## config.mk

```make
export PLATFORM = sky130hd
export DESIGN_NAME = uart_hart_arbiter
export DESIGN_NICKNAME = d
export VERILOG_FILES = /design/src/rtl/uart_hart_arbiter_pkg.sv /design/src/rtl/uart_rr_pick.sv /design/src/rtl/uart_hart_arbiter.sv
export SDC_FILE = /design/constraint.sdc
export NUM_CORES = 1
export LEC_CHECK = 0
export BUFFER_PORTS_ARGS = -buffer_cell sky130_fd_sc_hd__buf_2
export CORE_ASPECT_RATIO = 2
export CORE_UTILIZATION = 52
export CTS_CLUSTER_SIZE = 12
export DETAILED_ROUTE_END_ITERATION = 7
export GPL_ROUTABILITY_DRIVEN = 0
export PLACE_DENSITY = 0.75
export SLEW_MARGIN = 20
export SYNTH_ARGS = -nofsm -noshare
export SYNTH_HDL_FRONTEND = slang
export SYNTH_SLANG_ARGS = --single-unit
```

## constraint.sdc

```tcl
create_clock -name clk -period 4.7 [get_ports clk]
set_input_delay 0.705 -clock clk [delete_from_list [all_inputs] [get_ports clk]]
set_output_delay 0.705 -clock clk [all_outputs]
set_load 0.005 [all_outputs]
```

## src/rtl/uart_hart_arbiter_pkg.sv

```systemverilog
// Shared types and constants for the UART hart arbiter.
//   arb_state_e : arbiter FSM state (IDLE: no grant held, LOCKED: one owner).
//   NEWLINE     : byte that ends a line and releases the grant.
package uart_hart_arbiter_pkg;

  typedef enum logic [0:0] {
    IDLE   = 1'b0,
    LOCKED = 1'b1
  } arb_state_e;

  localparam logic [7:0] NEWLINE = 8'h0A;

endpackage

```

## src/rtl/uart_rr_pick.sv

```systemverilog
// Combinational rotated-priority picker.
//   req : request vector, one bit per requester
//   ptr : index with highest priority; the scan runs upward from here and wraps
//   gnt : one-hot of the first set request found (all-zero if none)
//   idx : index of that request (0 if none)
module uart_rr_pick
  import uart_hart_arbiter_pkg::*;
#(
  parameter int unsigned N_REQ = 3,
  parameter int unsigned IDX_W = $clog2(N_REQ)
) (
  input  logic [N_REQ-1:0] req,
  input  logic [IDX_W-1:0] ptr,
  output logic [N_REQ-1:0] gnt,
  output logic [IDX_W-1:0] idx
);

  always_comb begin
    logic        found;
    int unsigned cand;
    gnt   = '0;
    idx   = '0;
    found = 1'b0;
    cand  = 0;
    for (int unsigned i = 0; i < N_REQ; i++) begin
      cand = (32'(ptr) + i) % N_REQ;
      if (!found && req[cand[IDX_W-1:0]]) begin
        found                 = 1'b1;
        gnt[cand[IDX_W-1:0]]  = 1'b1;
        idx                   = cand[IDX_W-1:0];
      end
    end
  end

endmodule

```

## src/rtl/uart_hart_arbiter.sv

```systemverilog
// Round-robin arbiter sharing one UART TX byte stream between N_REQ harts.
// A grant is held until a newline is accepted, MAX_BURST bytes have been
// accepted, or the owner has been quiet for TIMEOUT cycles.
//   clk, rst_n   : clock, asynchronous active-low reset
//   req_valid_i  : per-requester byte valid
//   req_data_i   : per-requester byte, requester i at [8*i +: 8]
//   req_ready_o  : per-requester accept (only the owner's bit can be set)
//   tx_valid_o   : registered byte valid toward the UART FIFO
//   tx_data_o    : registered byte toward the UART FIFO
//   tx_ready_i   : UART FIFO can accept
//   grant_o      : one-hot current owner, zero when idle
//   owner_o      : index of the current (or last) owner
//   busy_o       : a grant is held or a byte is pending in the output register
module uart_hart_arbiter
  import uart_hart_arbiter_pkg::*;
#(
  parameter int unsigned N_REQ     = 3,
  parameter int unsigned MAX_BURST = 64,
  parameter int unsigned TIMEOUT   = 1024
) (
  input  logic                     clk,
  input  logic                     rst_n,
  input  logic [N_REQ-1:0]         req_valid_i,
  input  logic [N_REQ*8-1:0]       req_data_i,
  output logic [N_REQ-1:0]         req_ready_o,
  output logic                     tx_valid_o,
  output logic [7:0]               tx_data_o,
  input  logic                     tx_ready_i,
  output logic [N_REQ-1:0]         grant_o,
  output logic [$clog2(N_REQ)-1:0] owner_o,
  output logic                     busy_o
);

  localparam int unsigned IdxW       = $clog2(N_REQ);
  localparam logic [7:0]  BurstLimit = 8'(MAX_BURST);
  localparam logic [15:0] IdleLimit  = 16'(TIMEOUT);

  arb_state_e      state_q, state_d;
  logic [IdxW-1:0] owner_q, owner_d;
  logic [IdxW-1:0] rr_ptr_q, rr_ptr_d;
  logic [7:0]      burst_cnt_q, burst_cnt_d;
  logic [15:0]     idle_cnt_q, idle_cnt_d;
  logic            tx_valid_q, tx_valid_d;
  logic [7:0]      tx_data_q, tx_data_d;

  logic [N_REQ-1:0] pick_gnt;
  logic [IdxW-1:0]  pick_idx;
  logic             owner_valid;
  logic [7:0]       owner_data;
  logic             out_free;
  logic             accept;
  logic             release_now;

  uart_rr_pick #(
    .N_REQ (N_REQ),
    .IDX_W (IdxW)
  ) u_pick (
    .req (req_valid_i),
    .ptr (rr_ptr_q),
    .gnt (pick_gnt),
    .idx (pick_idx)
  );

  // Select the current owner's request lines.
  always_comb begin
    owner_valid = 1'b0;
    owner_data  = '0;
    for (int unsigned i = 0; i < N_REQ; i++) begin
      if (owner_q == IdxW'(i)) begin
        owner_valid = req_valid_i[i];
        owner_data  = req_data_i[i*8 +: 8];
      end
    end
  end

  // State register.
  always_ff @(posedge clk or negedge rst_n) begin
    if (!rst_n) begin
      state_q     <= IDLE;
      owner_q     <= '0;
      rr_ptr_q    <= '0;
      burst_cnt_q <= '0;
      idle_cnt_q  <= '0;
      tx_valid_q  <= 1'b0;
      tx_data_q   <= '0;
    end else begin
      state_q     <= state_d;
      owner_q     <= owner_d;
      rr_ptr_q    <= rr_ptr_d;
      burst_cnt_q <= burst_cnt_d;
      idle_cnt_q  <= idle_cnt_d;
      tx_valid_q  <= tx_valid_d;
      tx_data_q   <= tx_data_d;
    end
  end

  // Next-state logic.
  always_comb begin
    state_d     = state_q;
    owner_d     = owner_q;
    rr_ptr_d    = rr_ptr_q;
    burst_cnt_d = burst_cnt_q;
    idle_cnt_d  = idle_cnt_q;
    release_now = 1'b0;

    unique case (state_q)
      IDLE: begin
        if (|pick_gnt) begin
          state_d     = LOCKED;
          owner_d     = pick_idx;
          burst_cnt_d = '0;
          idle_cnt_d  = '0;
        end
      end
      LOCKED: begin
        if (accept) begin
          burst_cnt_d = burst_cnt_q + 8'd1;
          idle_cnt_d  = '0;
          release_now = (owner_data == NEWLINE) || (burst_cnt_d == BurstLimit);
        end else if (!owner_valid) begin
          // A stalled-but-valid owner is not idle; only an absent byte counts.
          idle_cnt_d  = idle_cnt_q + 16'd1;
          release_now = (idle_cnt_d == IdleLimit);
        end
        if (release_now) begin
          state_d  = IDLE;
          rr_ptr_d = (owner_q == IdxW'(N_REQ - 1)) ? '0 : owner_q + IdxW'(1);
        end
      end
      default: state_d = IDLE;
    endcase

    // The output register drains on its own, independent of grant release.
    tx_valid_d = tx_valid_q;
    tx_data_d  = tx_data_q;
    if (accept) begin
      tx_valid_d = 1'b1;
      tx_data_d  = owner_data;
    end else if (tx_ready_i) begin
      tx_valid_d = 1'b0;
    end
  end

  // Outputs. req_ready_o depends only on registered state and tx_ready_i.
  always_comb begin
    out_free    = ~tx_valid_q | tx_ready_i;
    req_ready_o = '0;
    grant_o     = '0;
    if (state_q == LOCKED) begin
      for (int unsigned i = 0; i < N_REQ; i++) begin
        if (owner_q == IdxW'(i)) begin
          grant_o[i]     = 1'b1;
          req_ready_o[i] = out_free;
        end
      end
    end
    accept = (state_q == LOCKED) & out_free & owner_valid;
  end

  assign tx_valid_o = tx_valid_q;
  assign tx_data_o  = tx_data_q;
  assign owner_o    = owner_q;
  assign busy_o     = (state_q == LOCKED) | tx_valid_q;

endmodule

```

==> results of run 1 <==
cells by family (layout without fill, tap and decap cells):
group	Yosys count	count (layout)	synth area share [%]
fa+ha+maj	6	6	2.932
compound gates	77	77	18.52
xor+xnor	8	8	2.737
flops	38	38	37.15
mux	15	15	6.012
buf+inv	28	67	4.349
simple gates	139	139	28.30
layer usage:
layer | GRT usage (%) | share of wire (%) | vias to the layer above
met5 | 0 | 0 | -
met4 | 10.40 | 1.4 | 0
met3 | 3.904 | 3.9 | 7
met2 | 49.55 | 53 | 75
met1 | 29.31 | 42 | 1129
li1 | - | - | 1181
critical path, delay by kind of cell (launching register included):
family	cells	cell delay [ps]
AO/OA/AOI/OAI	4	1490
flip-flops	1	620
AND/OR/NAND/NOR	2	920
final timing paths:
check | cells after the start | from | end
worst max-delay path | 6 | owner_o[1] | idle_cnt_q[4]
worst min-delay path | 2 | tx_data_o[5] | tx_data_o[5]
worst max register to register | 6 | owner_o[1] | idle_cnt_q[4]
worst min register to register | 2 | tx_data_o[5] | tx_data_o[5]
max in group asynchronous | 1 | rst_n | burst_cnt_q[3]
min in group asynchronous | 1 | rst_n | owner_o[1]
synth_stat cells, drive strengths merged, types with 3 or more instances:
master | n | area [µm²]
mux2 | 3 | 33.78
a22oi | 3 | 22.52
a31oi | 5 | 31.28
nand2b | 7 | 43.79
and3 | 4 | 25.02
inv | 10 | 37.53
nor2 | 37 | 151.4
or3 | 3 | 18.77
ha | 6 | 75.07
nor3b | 3 | 22.52
a21oi | 10 | 53.80
o31ai | 5 | 37.54
xnor2 | 4 | 35.03
clkbuf | 12 | 45.04
o221ai | 3 | 26.28
buf | 5 | 25.02
o21ai | 39 | 195.2
xor2 | 4 | 35.03
or2 | 3 | 18.77
dfrtp | 38 | 950.9
mux2i | 12 | 120.1
nand3 | 13 | 65.06
nand2 | 38 | 142.6
nor3 | 8 | 51.30
nor2b | 6 | 37.54
nand4 | 8 | 65.06
and2 | 3 | 18.77
area by class of cell:
type | instances | area (µm²) | area share (%)
inverters | 11 | 41.29 | 1.405
flip-flops and latches | 38 | 950.9 | 32.35
multi-input cells | 245 | 1498 | 50.96
repair buffers | 48 | 242.7 | 8.259
well taps | 55 | 68.82 | 2.341
clock buffers | 5 | 68.82 | 2.341
clock inverters | 3 | 68.82 | 2.341
registers in the layout, indices dropped and copies added (netlist names):
register     flops
tx_valid_o       1
burst_cnt_q      8
owner_o          2
rr_ptr_q         2
state_q          1
idle_cnt_q      16
tx_data_o        8
where the power goes:
group	leakage (nW)	internal (mW)	switching, mW
clock network	0.0683	0.213	0.126
logic	0.755	0.307	0.474
registers	0.500	0.411	0.110
==> flow_results.org, run 1 <==
** Finish
- For this run, the post-layout net count is about 390.
- Ratio of cells with drive above 1 in the final layout :: between 10% and 20%
- Area growth syn-to-layout :: 14.81%
- Post-layout util :: 62.72%
- Post-route cell area :: between 2000 and 3000 µm²
- Leaving out filler cells and counting taps, the final layout contains 405.
- The filler cells instantiated in the layout total 408.
- The library cell used most frequently in the layout, excluding fill and tap cells, is sky130_fd_sc_hd__buf_2.
- 0 antenna diodes ended up in the layout.
- Commonest cells after routing, fill and taps aside :: sky130_fd_sc_hd__buf_2, sky130_fd_sc_hd__o21ai_0, sky130_fd_sc_hd__nand2_1, sky130_fd_sc_hd__dfrtp_1, sky130_fd_sc_hd__nor2_1

** Setup path
- CP Max Fanout :: 15
- Largest incremental delay on the critical path :: 860 ps
- Critical path type :: reg -> reg
- The slowest stage of the critical path belongs to the cell sky130_fd_sc_hd__o22ai_1.
- Data on the critical path is required at its endpoint by ~4900 ps.
- In this run the register-to-register setup slack is ~1600 ps.
- Worst endpoint data arrival time :: ~3300 ps
- CP cell instances :: nor2b_1 -> o2bb2ai_1 -> nand2_1 -> o22ai_1 -> o21ai_0 -> o31ai_1
- The worst setup path is captured at a flop.
- CP Launch Type :: flop

** Timing
- Setup slack closes at roughly 1600 ps.
- Post-route clock period utilization :: 66.47%
- Setup violations remaining at the end of the flow were counted as 0.
- Final hold slack :: approximately 500 ps
- Timing would allow up to around 320 MHz.
- On the final layout, the worst clock skew is about 8.5 ps.
- Max-Slew Margin vs Limit :: between 20% and 30%
- The number of hold-slack violations in the final timing report is 0.
- Final sum of negative setup slack :: 0 ps
- After layout, the minimum clock period comes to between 3000 and 4000 ps.
- Slew Limit Fails :: 0
- Actual slew at the worst max-slew pin :: 1067 ps
- Setup repair after global routing left no endpoint under its margin.

** CTS
- TritonCTS built the clock tree.
- Clk slew on worst S/H paths :: around 80 ps
- For the worst-skew pair, the clock arrives at the later sink with an insertion delay of about 300 ps.
- Maximum level of the CTS H-tree :: 2
- The number of setup buffers added after CTS is 0.
- Hold_buf cts :: 0
- Once the clock tree was built, the resizer swapped 0 gates to a different size.
- CTS saw 38 sinks.
- Buffer depth of the longest clock path :: 2
- Clock tree root buffer cell :: sky130_fd_sc_hd__clkbuf_8
- Number of clock buffers inserted by TritonCTS :: 5

** Pwr
- Across the VDD grid, the largest voltage drop is around 320 µV.
- The analysis attributes to cell leakage a power of approximately 1.3 nW.
- Total power per unit cell area :: 558.0 nW/µm²
- Total power :: 1.640 mW

** Drt
- Via count :: 2392
- For this block, the routed nets add up to roughly 6.3 mm of wire.
- Number of nets with antenna violations after routing :: 0
- Via-to-Cell Ratio :: between 5 and 6
- The first routing iteration left 46 violations.
- The pre-antenna-repair detailed-routing pass consisted of 4 iterations.
- Wirelength per Cell :: roughly 16 µm
- DR DRC count :: 0

** Floorplanning
- The floorplan step defined a die boundary enclosing ~5200 µm².
- Horiz. Die Dim :: approximately 52 µm
- For this configuration, the core starts out at a cell density of 54.63%.
- Core region area :: 4686 µm²
- The die is ~100 µm tall.
- I/O pins :: 48
- Standard-cell rows :: 35

** Logic synthesis
- Main flop type after synthesis :: sky130_fd_sc_hd__dfrtp_1
- Fraction of registers with async set/reset :: 100.0%
- The number of nets handed over by synthesis was between 300 and 400.
- Count of cell types in the netlist :: 52
- Yosys mapped a number of flops with a built-in enable equal to 0.
- The cell area that synthesis handed to floorplanning was about 2600 µm².
- For this run, the number of Yosys warnings is 0.
- In the synthesized netlist, the number of instances is 311.
- The average instance in the mapped netlist occupies between 8 and 9 µm².
- Of the synthesized area, sequential elements account for between 30% and 40%.
- Post-synthesis register bit count :: 38

** Min path
- The min-delay analysis places its worst path in the category reg -> reg.

** Placement
- Number of cells in the design after placement :: between 300 and 400
- Number of I/O port buffers :: 47
- Summing all placed instances gives a cell area of 2801 µm².
- Post-placement setup slack :: between 1500 and 2000 ps
- After legalization and detailed placement, the total HPWL measured between 4 and 5 mm.

** GRT
- The number of global-route vias before repair came to about 2300.
- Across every metal layer, demand over resource in global routing totals a little over a quarter.
- The number of antenna violations at the first check in global routing is 0.
- Maximum number of pins on one net before global-route repair :: 39
- Summed over all layers, the global routing overflow is 0.
- First-pass GRT wire length :: between 10 and 15 mm

** Status
- The run finished with clean final reports.

** Job
- Max-Cap Viols :: 0
No activity file was read; power rests on OpenSTA's default activity.
==> run 2: changes to the inputs <==
- CORE_UTILIZATION: 52 -> 50
- PLACE_DENSITY: 0.75 -> 0.76
- clock period: 4.7 -> 2.6 ns (I/O delays scaled with it)
==> flow_results.org, run 2 (synthesis results as in run 1) <==
** Timing
- The transition time of the tightest slew-check pin was 907.4 ps (-159.7 ps).
- Final sum of negative setup slack :: 0 ps (unchanged)
- The post-layout minimum cycle time came to 2563 ps (-561.1 ps).
- The final critical-path setup slack was 37.20 ps (-1539 ps).
- Maximum clock skew at final layout :: 3.992 ps (-4.555 ps)
- The worst-case hold slack came to 223.8 ps (-264.7 ps).
- Final Hold Violating Endpoints :: 0 (unchanged)
- Post-route clock period utilization :: 98.57% (+32 points)
- Max-Slew Margin vs Limit :: 39.51% (+11 points)
- Number of failing setup endpoints in the final timing report :: 0 (unchanged)
- The number of max-slew violations in the final report came to 0 (unchanged).
- Timing-limited maximum frequency :: 390.2 MHz (+22%)

** CTS
- The TritonCTS buffer count is 5 (unchanged).
- The number of H-tree branching levels is 2 (unchanged).
- Clock insertion delay at the later pin of the skew report :: 290 ps (about the same)
- The maximum buffer depth of the clock tree came to 2 (unchanged).
- Clk slew on worst S/H paths :: 70 ps (about the same)
- Hold_buf cts :: 0 (unchanged)
- The number of clock sinks is 38 (unchanged).
- Clock tree root buffer cell :: sky130_fd_sc_hd__clkbuf_8
- TritonCTS built the clock tree.

** Floorplanning
- Initial core utilization :: 52.14% (-2.5 points)
- Die Area :: 5427 µm² (+3.9%)
- The die span in x came to 52.60 µm (+1.9%).
- I/O pins :: 48 (unchanged)
- Standard-cell rows :: 36 (+2.9%)
- The area of the core region came to 4910 µm² (+4.8%).
- Die Y :: 103.2 µm (+1.9%)

** Setup path
- STA classifies the critical path startpoint as a flop.
- CP Max Fanout :: 12 (-3)
- The data arrival time of the worst path is 2760 ps (-570 ps).
- Walking the worst path, the cells encountered are inv_1 -> ha_2 -> nor4bb_1 -> o32ai_1 -> o21ai_0 -> a22oi_2 -> nor2b_1 -> nand2_1 -> o221ai_1.
- Number of cells on the worst reg-to-reg path :: 9 (+3)
- The slowest stage of the critical path is the sky130_fd_sc_hd__dfrtp_1 cell.
- Critical path type :: reg -> reg
- STA classifies the critical path endpoint as a flop.
- In this run the critical register-to-register path is captured at idle_cnt_q[10].
- Data required time at the worst endpoint :: 2800 ps (-2110 ps)
- The longest individual stage delay on the worst path came to 430 ps (-430 ps).
- Crit Reg-Reg Startpoint :: rr_ptr_q[1]
- The reg-to-reg setup timing slack is 40 ps (-1540 ps).

** Pwr
- Sequential share of power :: 28.9% (-2.8 points)
- The combinational fraction of design power is 54.4% (+6.8 points).
- The power density over the cells came to 1004 nW/µm² (+80%).
- The peak supply drop is 609.2 µV (+89%).
- Clock share of power :: 16.7% (-4.0 points)
- The internal power summed over all cells came to 1.736 mW (+87%).
- Static leakage power :: 1.373 nW (+3.7%)
- The net switching share of the total power was 43.16% (-0.085 points).
- The power spent charging and discharging nets is 1.318 mW (+86%).

** GRT
- Via count of the first global-routing pass :: 2379 (+3.6%)
- The maximum number of pins on one net before global-route repair is 39 (unchanged).
- The aggregate global routing overflow is 0 (unchanged).
- The number of antenna violations at the first check in global routing was 0 (unchanged).
- The total global routing track utilization is 26.19% (-0.52 points).
- First-pass GRT wire length :: 10.65 mm (+1.8%)

** Finish
- Filler-free cell count of the finished design :: 419 (+3.5%)
- NumNets Final :: 398 (+3.4%)
- The number of flip-flops in the largest register was 16 (unchanged).
- Most common cell after layout, fill and taps aside :: sky130_fd_sc_hd__buf_2
- The total inserted antenna cells came to 0 (unchanged).
- In the layout the commonest cells are sky130_fd_sc_hd__buf_2, sky130_fd_sc_hd__o21ai_0, sky130_fd_sc_hd__nand2_1.
- Area growth syn-to-layout :: 18.87%
- The post-route standard cell area excluding fillers was 3043 µm² (+3.5%).
- The filler cell count in the final layout is 459 (+13%).
- Ratio of cells with drive above 1 in the final layout :: 23.76% (+4.0 points)
- Ranked by flip-flop count, first place goes to idle_cnt_q.

** Drt
- The overall via count from detail_route came to 2484 (+3.8%).
- The detailed router's first-iteration violation count came to 60 (+30%).
- Via-to-Cell Ratio :: 5.928 (+0.38%)
- Pre-antenna DRT Iters :: 4 (unchanged)
- The total length of routed wires came to 6.721 mm (+6.6%).
- DR DRC count :: 0 (unchanged)
- The antenna violation net count after detailed routing came to 0 (unchanged).
- The post-detailed-route wirelength per cell came to 16.04 µm (+3.1%).

** Placement
- The number of I/O port buffers was 47 (unchanged).
- The detailed placer's ending HPWL was 5.000 mm (+7.8%).
- The post-placement worst setup slack was -11.91 ps (-1630 ps).
- The number of cells in the design after placement is 411 (+3.5%).
- The instance area at placement is 2894 µm² (+3.3%).

** Job
- The total of max-cap violations came to 0 (unchanged).

** Min path
- The min-delay analysis places its worst path in the category in -> async.

** Status
- The flow ran to the end, and the final reports show no timing, DRC or antenna violations.
-- run 2: metrics by stage --
stage / total power, mW / utilization [%]
2_1_floorplan: 1.913 / -
3_3_place_gp: 2.408 / 58.95
3_5_place_dp: 2.457 / 58.95
4_1_cts: 2.979 / 61.34
5_1_grt: 3.294 / 61.98
6_report: 3.054 / 61.98
-- run 2: area by class of cell --
cell class	count	area, µm²	area share (%)
inverter	11	41.29	1.357
clock inverter	1	30.03	0.9868
tap	57	71.32	2.344
clock buffer	6	82.58	2.714
multi-input combinational	245	1525	50.12
timing repair buffer	61	340.3	11.18
sequential	38	952.2	31.29
-- run 2: repair_timing --
action / CTS / global route
setup buffers: 0 / 1
endpoints found under the setup margin: 1 / 22
gates resized for setup: 1 / 6
pin swaps: 0 / 3
hold endpoints to repair: 0 / 0
-- run 2: worst max-delay path, delay by kind of cell, from the launching register on --
kind	cells	cell delay (ps)
AND/OR/NAND/NOR	3	860
AO/OA/AOI/OAI	4	770
flip-flops	1	430
adder cells (fa/ha/maj)	1	300
buffers and inverters	1	100
-- run 2: power by group through the flow --
stage | clock [mW] | combinational (mW) | sequential [mW]
2_1_floorplan | 0 | 1.05 | 0.866
3_3_place_gp | 0 | 1.53 | 0.877
3_5_place_dp | 0 | 1.57 | 0.892
4_1_cts | 0.518 | 1.58 | 0.879
5_1_grt | 0.540 | 1.84 | 0.911
6_report | 0.510 | 1.66 | 0.882
-- run 2: worst max path at each step --
| stage | start | endpoint | slack (ps) |
|---|---|---|---|
| global route | rr_ptr_q[1] | idle_cnt_q[10] | -70 |
| finish | rr_ptr_q[1] | idle_cnt_q[10] | 40 |
| detailed placement | rr_ptr_q[0] | owner_o[1] | -10 |
| global placement | rr_ptr_q[0] | owner_o[1] | 120 |
| floorplan | rr_ptr_q[0] | idle_cnt_q[9] | 310 |
| CTS | idle_cnt_q[0] | rr_ptr_q[1] | 50 |
-- run 2: per-layer routing --
| metal | wire [µm] | vias up | track usage (%) | part of all wire [%] |
|---|---|---|---|---|
| li1 | - | 1205 | - | - |
| met1 | 2498 | 1173 | 26.42 | 37 |
| met2 | 3795 | 93 | 50.73 | 56 |
| met3 | 250 | 13 | 3.070 | 3.7 |
| met4 | 177 | 0 | 11.74 | 2.6 |
| met5 | 0 | - | 0 | 0 |
